--- src/rtl/wb_prog_loader_if.sv ---
// Bus bundle between the program loader and its neighbours: the Wishbone
// master port towards the mcu slave and the instruction stream feeding it.
interface wb_prog_loader_if #(
    parameter int LOG_CORES   = 1,
    parameter int PC_WIDTH    = 3,
    parameter int INSTR_WIDTH = 32,
    parameter int WB_WIDTH    = 32
);
    logic                   wbm_cyc_o;
    logic                   wbm_stb_o;
    logic                   wbm_we_o;
    logic [WB_WIDTH-1:0]    wbm_adr_o;
    logic [WB_WIDTH-1:0]    wbm_dat_o;
    logic                   wbm_ack_i;

    logic                   in_valid;
    logic                   in_ready;
    logic [LOG_CORES-1:0]   in_core;
    logic [PC_WIDTH-1:0]    in_pc;
    logic [INSTR_WIDTH-1:0] in_instr;
    logic                   in_last;

    // Loader side: drives the Wishbone request, consumes the stream.
    modport master (
        output wbm_cyc_o, wbm_stb_o, wbm_we_o, wbm_adr_o, wbm_dat_o,
        input  wbm_ack_i,
        input  in_valid, in_core, in_pc, in_instr, in_last,
        output in_ready
    );

    // Environment side: Wishbone slave plus instruction source.
    modport slave (
        input  wbm_cyc_o, wbm_stb_o, wbm_we_o, wbm_adr_o, wbm_dat_o,
        output wbm_ack_i,
        output in_valid, in_core, in_pc, in_instr, in_last,
        input  in_ready
    );
endinterface

--- src/rtl/wb_prog_loader.sv ---
// Wishbone master that programs the mcu: program-mode on, instruction words,
// pin directions, program-mode off. Every transfer is guarded by an ack timeout.
module wb_prog_loader #(
    parameter int LOG_CORES   = 1,
    parameter int PC_WIDTH    = 3,
    parameter int INSTR_WIDTH = 32,
    parameter int IO_PINS     = 8,
    parameter int WB_WIDTH    = 32,
    parameter int ACK_TIMEOUT = 15
) (
    input  logic               wb_clk_i,
    input  logic               wb_rst_i,
    input  logic               start,
    input  logic [IO_PINS-1:0] pin_dir,
    wb_prog_loader_if.master   bus,
    output logic               busy,
    output logic               done,
    output logic               err
);
    localparam int WAIT_W = $clog2(ACK_TIMEOUT + 1);
    localparam logic [WAIT_W-1:0]   WAIT_LAST = WAIT_W'(ACK_TIMEOUT - 1);
    localparam logic [WAIT_W-1:0]   WAIT_ONE  = {{(WAIT_W-1){1'b0}}, 1'b1};
    localparam logic [WB_WIDTH-1:0] WB_ZERO   = {WB_WIDTH{1'b0}};
    localparam logic [WB_WIDTH-1:0] DAT_ONE   = {{(WB_WIDTH-1){1'b0}}, 1'b1};
    localparam logic [WB_WIDTH-1:0] ADR_PROG  = {2'b01, {(WB_WIDTH-2){1'b0}}};
    localparam logic [WB_WIDTH-1:0] ADR_PINS  = ADR_PROG | DAT_ONE;

    typedef enum logic [2:0] {
        S_IDLE, S_PROG_ON, S_INSTR_WAIT, S_INSTR_WR, S_PINS, S_PROG_OFF
    } state_t;

    // Instruction memory address: core index above the per-core pc.
    function automatic logic [WB_WIDTH-1:0] instr_adr(input logic [LOG_CORES-1:0] core,
                                                      input logic [PC_WIDTH-1:0]  pc);
        logic [WB_WIDTH-1:0] a;
        a = WB_ZERO;
        a[LOG_CORES+PC_WIDTH-1:0] = {core, pc};
        return a;
    endfunction

    function automatic logic [WB_WIDTH-1:0] zext_instr(input logic [INSTR_WIDTH-1:0] w);
        logic [WB_WIDTH-1:0] d;
        d = WB_ZERO;
        d[INSTR_WIDTH-1:0] = w;
        return d;
    endfunction

    function automatic logic [WB_WIDTH-1:0] zext_pins(input logic [IO_PINS-1:0] p);
        logic [WB_WIDTH-1:0] d;
        d = WB_ZERO;
        d[IO_PINS-1:0] = p;
        return d;
    endfunction

    state_t              state_q, state_d;
    logic                cyc_q, cyc_d;
    logic [WB_WIDTH-1:0] adr_q, adr_d;
    logic [WB_WIDTH-1:0] dat_q, dat_d;
    logic [WAIT_W-1:0]   wait_q, wait_d;
    logic                last_q, last_d;
    logic [IO_PINS-1:0]  pin_q, pin_d;
    logic                err_q, err_d;
    logic                done_q, done_d;
    logic                busy_q, busy_d;
    logic                in_ready_q, in_ready_d;

    // Next-state and next-output logic; all outputs are registered from these.
    always_comb begin
        state_d = state_q;
        cyc_d   = cyc_q;
        adr_d   = adr_q;
        dat_d   = dat_q;
        wait_d  = wait_q;
        last_d  = last_q;
        pin_d   = pin_q;
        err_d   = err_q;
        done_d  = 1'b0;
        case (state_q)
            S_IDLE: begin
                if (start) begin
                    state_d = S_PROG_ON;
                    pin_d   = pin_dir;
                    err_d   = 1'b0;
                    cyc_d   = 1'b1;
                    adr_d   = ADR_PROG;
                    dat_d   = DAT_ONE;
                    wait_d  = {WAIT_W{1'b0}};
                end else begin
                    cyc_d = 1'b0;
                end
            end
            S_INSTR_WAIT: begin
                if (bus.in_valid && in_ready_q) begin
                    state_d = S_INSTR_WR;
                    adr_d   = instr_adr(bus.in_core, bus.in_pc);
                    dat_d   = zext_instr(bus.in_instr);
                    last_d  = bus.in_last;
                    cyc_d   = 1'b1;
                    wait_d  = {WAIT_W{1'b0}};
                end else begin
                    cyc_d = 1'b0;
                end
            end
            S_PROG_ON, S_INSTR_WR, S_PINS, S_PROG_OFF: begin
                if (!cyc_q) begin
                    // Entered right after another transfer: the idle gap is over.
                    cyc_d  = 1'b1;
                    wait_d = {WAIT_W{1'b0}};
                end else if (bus.wbm_ack_i) begin
                    cyc_d  = 1'b0;
                    wait_d = {WAIT_W{1'b0}};
                    case (state_q)
                        S_PROG_ON: state_d = S_INSTR_WAIT;
                        S_INSTR_WR: begin
                            if (last_q) begin
                                state_d = S_PINS;
                                adr_d   = ADR_PINS;
                                dat_d   = zext_pins(pin_q);
                            end else begin
                                state_d = S_INSTR_WAIT;
                            end
                        end
                        S_PINS: begin
                            state_d = S_PROG_OFF;
                            adr_d   = ADR_PROG;
                            dat_d   = WB_ZERO;
                        end
                        S_PROG_OFF: begin
                            state_d = S_IDLE;
                            done_d  = 1'b1;
                            adr_d   = WB_ZERO;
                            dat_d   = WB_ZERO;
                        end
                        default: state_d = S_IDLE;
                    endcase
                end else if (wait_q == WAIT_LAST) begin
                    // Slave never answered: abort without the program-mode-off write.
                    state_d = S_IDLE;
                    cyc_d   = 1'b0;
                    err_d   = 1'b1;
                    done_d  = 1'b1;
                    adr_d   = WB_ZERO;
                    dat_d   = WB_ZERO;
                    wait_d  = {WAIT_W{1'b0}};
                end else begin
                    wait_d = wait_q + WAIT_ONE;
                end
            end
            default: begin
                state_d = S_IDLE;
                cyc_d   = 1'b0;
            end
        endcase
        in_ready_d = (state_d == S_INSTR_WAIT);
        busy_d     = (state_d != S_IDLE);
    end

    // State and output registers with synchronous reset that drops any transfer.
    always_ff @(posedge wb_clk_i) begin
        if (wb_rst_i) begin
            state_q    <= S_IDLE;
            cyc_q      <= 1'b0;
            adr_q      <= WB_ZERO;
            dat_q      <= WB_ZERO;
            wait_q     <= {WAIT_W{1'b0}};
            last_q     <= 1'b0;
            pin_q      <= {IO_PINS{1'b0}};
            err_q      <= 1'b0;
            done_q     <= 1'b0;
            busy_q     <= 1'b0;
            in_ready_q <= 1'b0;
        end else begin
            state_q    <= state_d;
            cyc_q      <= cyc_d;
            adr_q      <= adr_d;
            dat_q      <= dat_d;
            wait_q     <= wait_d;
            last_q     <= last_d;
            pin_q      <= pin_d;
            err_q      <= err_d;
            done_q     <= done_d;
            busy_q     <= busy_d;
            in_ready_q <= in_ready_d;
        end
    end

    assign bus.wbm_cyc_o = cyc_q;
    assign bus.wbm_stb_o = cyc_q;
    assign bus.wbm_we_o  = cyc_q;
    assign bus.wbm_adr_o = adr_q;
    assign bus.wbm_dat_o = dat_q;
    assign bus.in_ready  = in_ready_q;
    assign busy          = busy_q;
    assign done          = done_q;
    assign err           = err_q;
endmodule

--- src/flat_wrapper.sv ---
// flat-port wrapper written by rule: the top's interface ports become plain ports
module wb_prog_loader_flat 
#(
    parameter int LOG_CORES   = 1,
    parameter int PC_WIDTH    = 3,
    parameter int INSTR_WIDTH = 32,
    parameter int IO_PINS     = 8,
    parameter int WB_WIDTH    = 32,
    parameter int ACK_TIMEOUT = 15
)
  (wb_clk_i, wb_rst_i, start, pin_dir, busy, done, err, bus_wbm_cyc_o, bus_wbm_stb_o, bus_wbm_we_o, bus_wbm_adr_o, bus_wbm_dat_o, bus_wbm_ack_i, bus_in_valid, bus_in_core, bus_in_pc, bus_in_instr, bus_in_last, bus_in_ready);
  wb_prog_loader_if #(.LOG_CORES(LOG_CORES), .PC_WIDTH(PC_WIDTH), .INSTR_WIDTH(INSTR_WIDTH), .WB_WIDTH(WB_WIDTH)) bus_i ();
  input  logic wb_clk_i;
  input  logic wb_rst_i;
  input  logic start;
  input  logic [IO_PINS-1:0] pin_dir;
  output logic busy;
  output logic done;
  output logic err;
  output wire logic [$bits(bus_i.wbm_cyc_o)-1:0] bus_wbm_cyc_o;
  output wire logic [$bits(bus_i.wbm_stb_o)-1:0] bus_wbm_stb_o;
  output wire logic [$bits(bus_i.wbm_we_o)-1:0] bus_wbm_we_o;
  output wire logic [$bits(bus_i.wbm_adr_o)-1:0] bus_wbm_adr_o;
  output wire logic [$bits(bus_i.wbm_dat_o)-1:0] bus_wbm_dat_o;
  input wire logic [$bits(bus_i.wbm_ack_i)-1:0] bus_wbm_ack_i;
  input wire logic [$bits(bus_i.in_valid)-1:0] bus_in_valid;
  input wire logic [$bits(bus_i.in_core)-1:0] bus_in_core;
  input wire logic [$bits(bus_i.in_pc)-1:0] bus_in_pc;
  input wire logic [$bits(bus_i.in_instr)-1:0] bus_in_instr;
  input wire logic [$bits(bus_i.in_last)-1:0] bus_in_last;
  output wire logic [$bits(bus_i.in_ready)-1:0] bus_in_ready;
  assign bus_wbm_cyc_o = bus_i.wbm_cyc_o;
  assign bus_wbm_stb_o = bus_i.wbm_stb_o;
  assign bus_wbm_we_o = bus_i.wbm_we_o;
  assign bus_wbm_adr_o = bus_i.wbm_adr_o;
  assign bus_wbm_dat_o = bus_i.wbm_dat_o;
  assign bus_i.wbm_ack_i = bus_wbm_ack_i;
  assign bus_i.in_valid = bus_in_valid;
  assign bus_i.in_core = bus_in_core;
  assign bus_i.in_pc = bus_in_pc;
  assign bus_i.in_instr = bus_in_instr;
  assign bus_i.in_last = bus_in_last;
  assign bus_in_ready = bus_i.in_ready;
  wb_prog_loader #(.LOG_CORES(LOG_CORES), .PC_WIDTH(PC_WIDTH), .INSTR_WIDTH(INSTR_WIDTH), .IO_PINS(IO_PINS), .WB_WIDTH(WB_WIDTH), .ACK_TIMEOUT(ACK_TIMEOUT)) u_core (.wb_clk_i(wb_clk_i), .wb_rst_i(wb_rst_i), .start(start), .pin_dir(pin_dir), .bus(bus_i), .busy(busy), .done(done), .err(err));
endmodule
--- config.mk ---
export PLATFORM = sky130hd
export DESIGN_NAME = wb_prog_loader_flat
export DESIGN_NICKNAME = d
export VERILOG_FILES = /design/src/rtl/wb_prog_loader_if.sv /design/src/rtl/wb_prog_loader.sv /design/src/flat_wrapper.sv
export SDC_FILE = /design/constraint.sdc
export NUM_CORES = 1
export LEC_CHECK = 0
export CAP_MARGIN = 20
export CORE_MARGIN = 2
export CORE_UTILIZATION = 36
export DETAILED_ROUTE_END_ITERATION = 8
export PLACE_DENSITY = 0.78
export SLEW_MARGIN = 20
export SYNTH_ARGS = -nofsm -noshare
export SYNTH_HDL_FRONTEND = slang
export SYNTH_SLANG_ARGS = --single-unit
--- constraint.sdc ---
create_clock -name wb_clk_i -period 4.76 [get_ports wb_clk_i]
set_clock_uncertainty 0.15 [all_clocks]
set_input_delay 0.952 -clock wb_clk_i [delete_from_list [all_inputs] [get_ports wb_clk_i]]
set_output_delay 0.952 -clock wb_clk_i [all_outputs]
set_load 0.05 [all_outputs]
==> impl_metrics.env <==
export IMPL_syn2layout_area_growth_pct=35.6
export IMPL_post_cts_buffers=0
export IMPL_fillers=752
export IMPL_numCtsBuffers=9
export IMPL_initial_core_util_pct=37.0
export IMPL_ctsHoldBuffers=0
export IMPL_p_leak_uw=0.00154
export IMPL_synth_top_area_share_pct=40.8
export IMPL_synth_xor_area_share_pct=0.308
export IMPL_via_count=2444
export IMPL_slowest_stage="or4b_2"
export IMPL_p_per_area_nw_per_um2=313
export IMPL_io_pins=121
export IMPL_max_stage_delay_ns=0.92
export IMPL_finalHoldViolCount=0
export IMPL_min_period_over_period_pct=72.9
export IMPL_clkTransAtPathRegs_ns=0.06
export IMPL_cp_depth=6
export IMPL_cp_required_ns=4.81
export IMPL_clock_latency_ns=0.33
export IMPL_path_max_fanout=21
export IMPL_slew_viol_final=0
export IMPL_synthTopCellsByArea="dfxtp_1 (41%), mux2i_1 (13%), nand2_1 (12%), buf_4 (8.4%), a21oi_1 (3.2%)"
export IMPL_pwr_share_comb_pct=20.4
export IMPL_ant_nets=0
export IMPL_holdCritPathClass="register to register"
export IMPL_core_area_um2=7690
export IMPL_rows=32
export IMPL_yosys_area_share_simple_pct=18.8
export IMPL_grt_total_usage_pct=15.1
export IMPL_synth_area_leader_cell="dfxtp_1"
export IMPL_drc=0
export IMPL_yosysMostFrequentCell="nand2_1"
export IMPL_maxSlewHeadroom_pct=37.1
export IMPL_cts_tree="built"
export IMPL_place_gp_congestion=0.839
export IMPL_die_x_um=92.9
export IMPL_hpwl_um=4770
export IMPL_setup_viol=0
export IMPL_internal_power_uw=847
export IMPL_ff2ff_path_depth=5
export IMPL_chipHeight_um=92.9
export IMPL_routed_via_density=4.66
export IMPL_synth_compound_area_share_pct=12.0
export IMPL_power_share_clock_pct=36.9
export IMPL_mappedNetlistArea_um2=2850
export IMPL_antenna_found_initial=0
export IMPL_firstDrtPassIters=4
export IMPL_ctsResizeCount=0
export IMPL_crit_arrival_ns=3.52
export IMPL_portBuffers=93
export IMPL_max_freq_mhz=288
export IMPL_finalSetupTns_ns=0
export IMPL_crit_start="bus_wbm_ack_i"
export IMPL_cts_buffer_depth=2
export IMPL_synth_enable_flop_cells=0
export IMPL_p_sw_share_pct=29.8
export IMPL_setup_worst_path_end="u_core.bus.wbm_dat_o[12]"
export IMPL_grt_pass1_wl_um=10300
export IMPL_grt_pass1_vias=2193
export IMPL_min_period_ns=3.47
export IMPL_path_buf_inv=2
export IMPL_crit_chain="clkdlybuf4s50_1, and3b_1, o21ai_0, or4b_2, buf_4, mux2i_1"
export IMPL_worstMarginPinSlew_ns=0.936
export IMPL_yosys_register_bits=58
export IMPL_seq_power_share_pct=42.7
export IMPL_ys_top_cells_by_count="nand2_1 (90), dfxtp_1 (58), mux2i_1 (37)"
export IMPL_cpLargestDelayFamily="simple AND/OR/NAND/NOR gates"
export IMPL_antenna_cells=0
export IMPL_yosys_warnings=0
export IMPL_regToRegSetupSlack_ns=1.74
export IMPL_clock_sinks=58
export IMPL_drt_wl_total_um=6590
export IMPL_status="finished, final reports clean"
export IMPL_ys_seq_area_share_pct=40.8
export IMPL_seq_area_um2=1160
export IMPL_min_from="u_core.bus.wbm_dat_o[21]"
export IMPL_synthMuxAreaShare_pct=13.4
export IMPL_fin_nets=469
export IMPL_grt_max_degree=48
export IMPL_synth_top_family_by_area="simple AND/OR/NAND/NOR gates"
export IMPL_htree_num_levels=3
export IMPL_end_kind="register"
export IMPL_multi_input_area_um2=1390
export IMPL_p_sw_uw=360
export IMPL_dieArea_um2=8640
export IMPL_layout_drive_gt1_share_pct=4.98
export IMPL_grt_setup_unrepaired="false"
export IMPL_wire_per_inst_um=12.6
export IMPL_ys_types=39
export IMPL_r2r_end="u_core.bus.wbm_dat_o[12]"
export IMPL_clockRootBuffer="clkbuf_8"
export IMPL_synth_ff_type="dfxtp_1"
export IMPL_ir_worst_vdd_v=0.000189
export IMPL_syn_inst=338
export IMPL_synth_fa_ha_area_share_pct=0.879
export IMPL_drt_initial_drc_count=57
export IMPL_start_kind="input pin"
export IMPL_rr_startpoint="u_core.state_q[0]"
export IMPL_synth_async_reset_ratio_pct=0
export IMPL_totalPowerFinal_uw=1210
export IMPL_maxCapViolations=0
export IMPL_avgSynthCellArea_um2=8.43
export IMPL_gr_total_overflow=0
export IMPL_crit_type="input pin to register"
cell families (layout without fill, tap and decap cells):
family                     after synthesis  after routing
DFF                                     58             58
buffers and inverters                   63            121
AOI/OAI and AO/OA                       52             52
other                                    1             27
xor gates and xnor gates                 1              1
and+or+nand+nor                        123            123
adders and majority gates                2              2
muxes                                   38             38
worst min-delay path, stage by stage (launching register included):
cell and delay [ns]:
dfxtp_1 0.31, nand2_1 0.05, mux2i_1 0.05
layer usage:
| layer | vias up | GRT usage, % | wire length, µm |
|---|---|---|---|
| met5 | - | 0 | 0 |
| met4 | 0 | 5.02 | 100 |
| met3 | 9 | 5.29 | 376 |
| met2 | 81 | 24.3 | 3060 |
| met1 | 1121 | 18.9 | 3040 |
| li1 | 1233 | - | - |
placed cells by master (no fill, tap or decap), types with 3 or more instances in the layout:
master / n
clkinv_2: 3
or3_1: 3
nand3_1: 4
clkdlybuf4s50_1: 93
inv_1: 10
a22o_1: 7
a21oi_1: 18
a211oi_1: 5
nor2_1: 7
nand2_1: 90
nor2b_1: 3
clkbuf_8: 10
nand2b_1: 7
mux2i_1: 37
conb_1: 27
o211ai_1: 3
dfxtp_1: 58
o21ai_0: 8
power groups by stage:
stage / logic (µW) / clock network (µW) / registers, µW
floorplan: 176 / 0 / 547
global placement: 244 / 0 / 526
detailed placement: 246 / 0 / 527
CTS: 247 / 462 / 516
global route: 261 / 485 / 518
finish: 246 / 446 / 516
sequential cells by signal, indices dropped and copies added, names as in the netlist:
register,count
u_core.bus.in_ready,1
u_core.bus.wbm_adr_o,5
u_core.bus.wbm_cyc_o,1
u_core.bus.wbm_dat_o,32
u_core.busy,1
u_core.done,1
u_core.err,1
u_core.last_q,1
u_core.pin_q,8
u_core.state_q,3
u_core.wait_q,4
through the flow:
stage	utilization [%]	instance area, µm²	hold slack [ns]	setup WS (ns)	instances
final	50.2	3860	0.309	1.29	524
after global routing	50.2	3860	0.332	1.17	524
after CTS	50.2	3860	0.307	1.32	524
after detailed placement	47.7	3670	0.297	0.952	508
after global placement	47.7	3670	0.293	0.988	508
after floorplan	-	2950	0.287	2.06	364
how the worst min path moves through the flow:
stage | slack (ns) | cells after the start | endpoint
2_1_floorplan | 0.29 | 2 | u_core.pin_q[0]
3_5_place_dp | 0.30 | 2 | u_core.pin_q[5]
3_3_place_gp | 0.29 | 2 | u_core.bus.wbm_dat_o[8]
6_report | 0.31 | 2 | u_core.bus.wbm_dat_o[21]
5_1_grt | 0.33 | 2 | u_core.pin_q[6]
4_1_cts | 0.31 | 2 | u_core.pin_q[5]
cell type report:
class | instances | area share [%]
clock buffer | 11 | 3.66
clock inverter | 5 | 1.39
inverter | 10 | 0.972
multi-input combinational | 243 | 36.1
sequential | 58 | 30.1
tap | 102 | 3.31
timing repair buffer | 95 | 24.5
(Power assumes the default switching activity.)
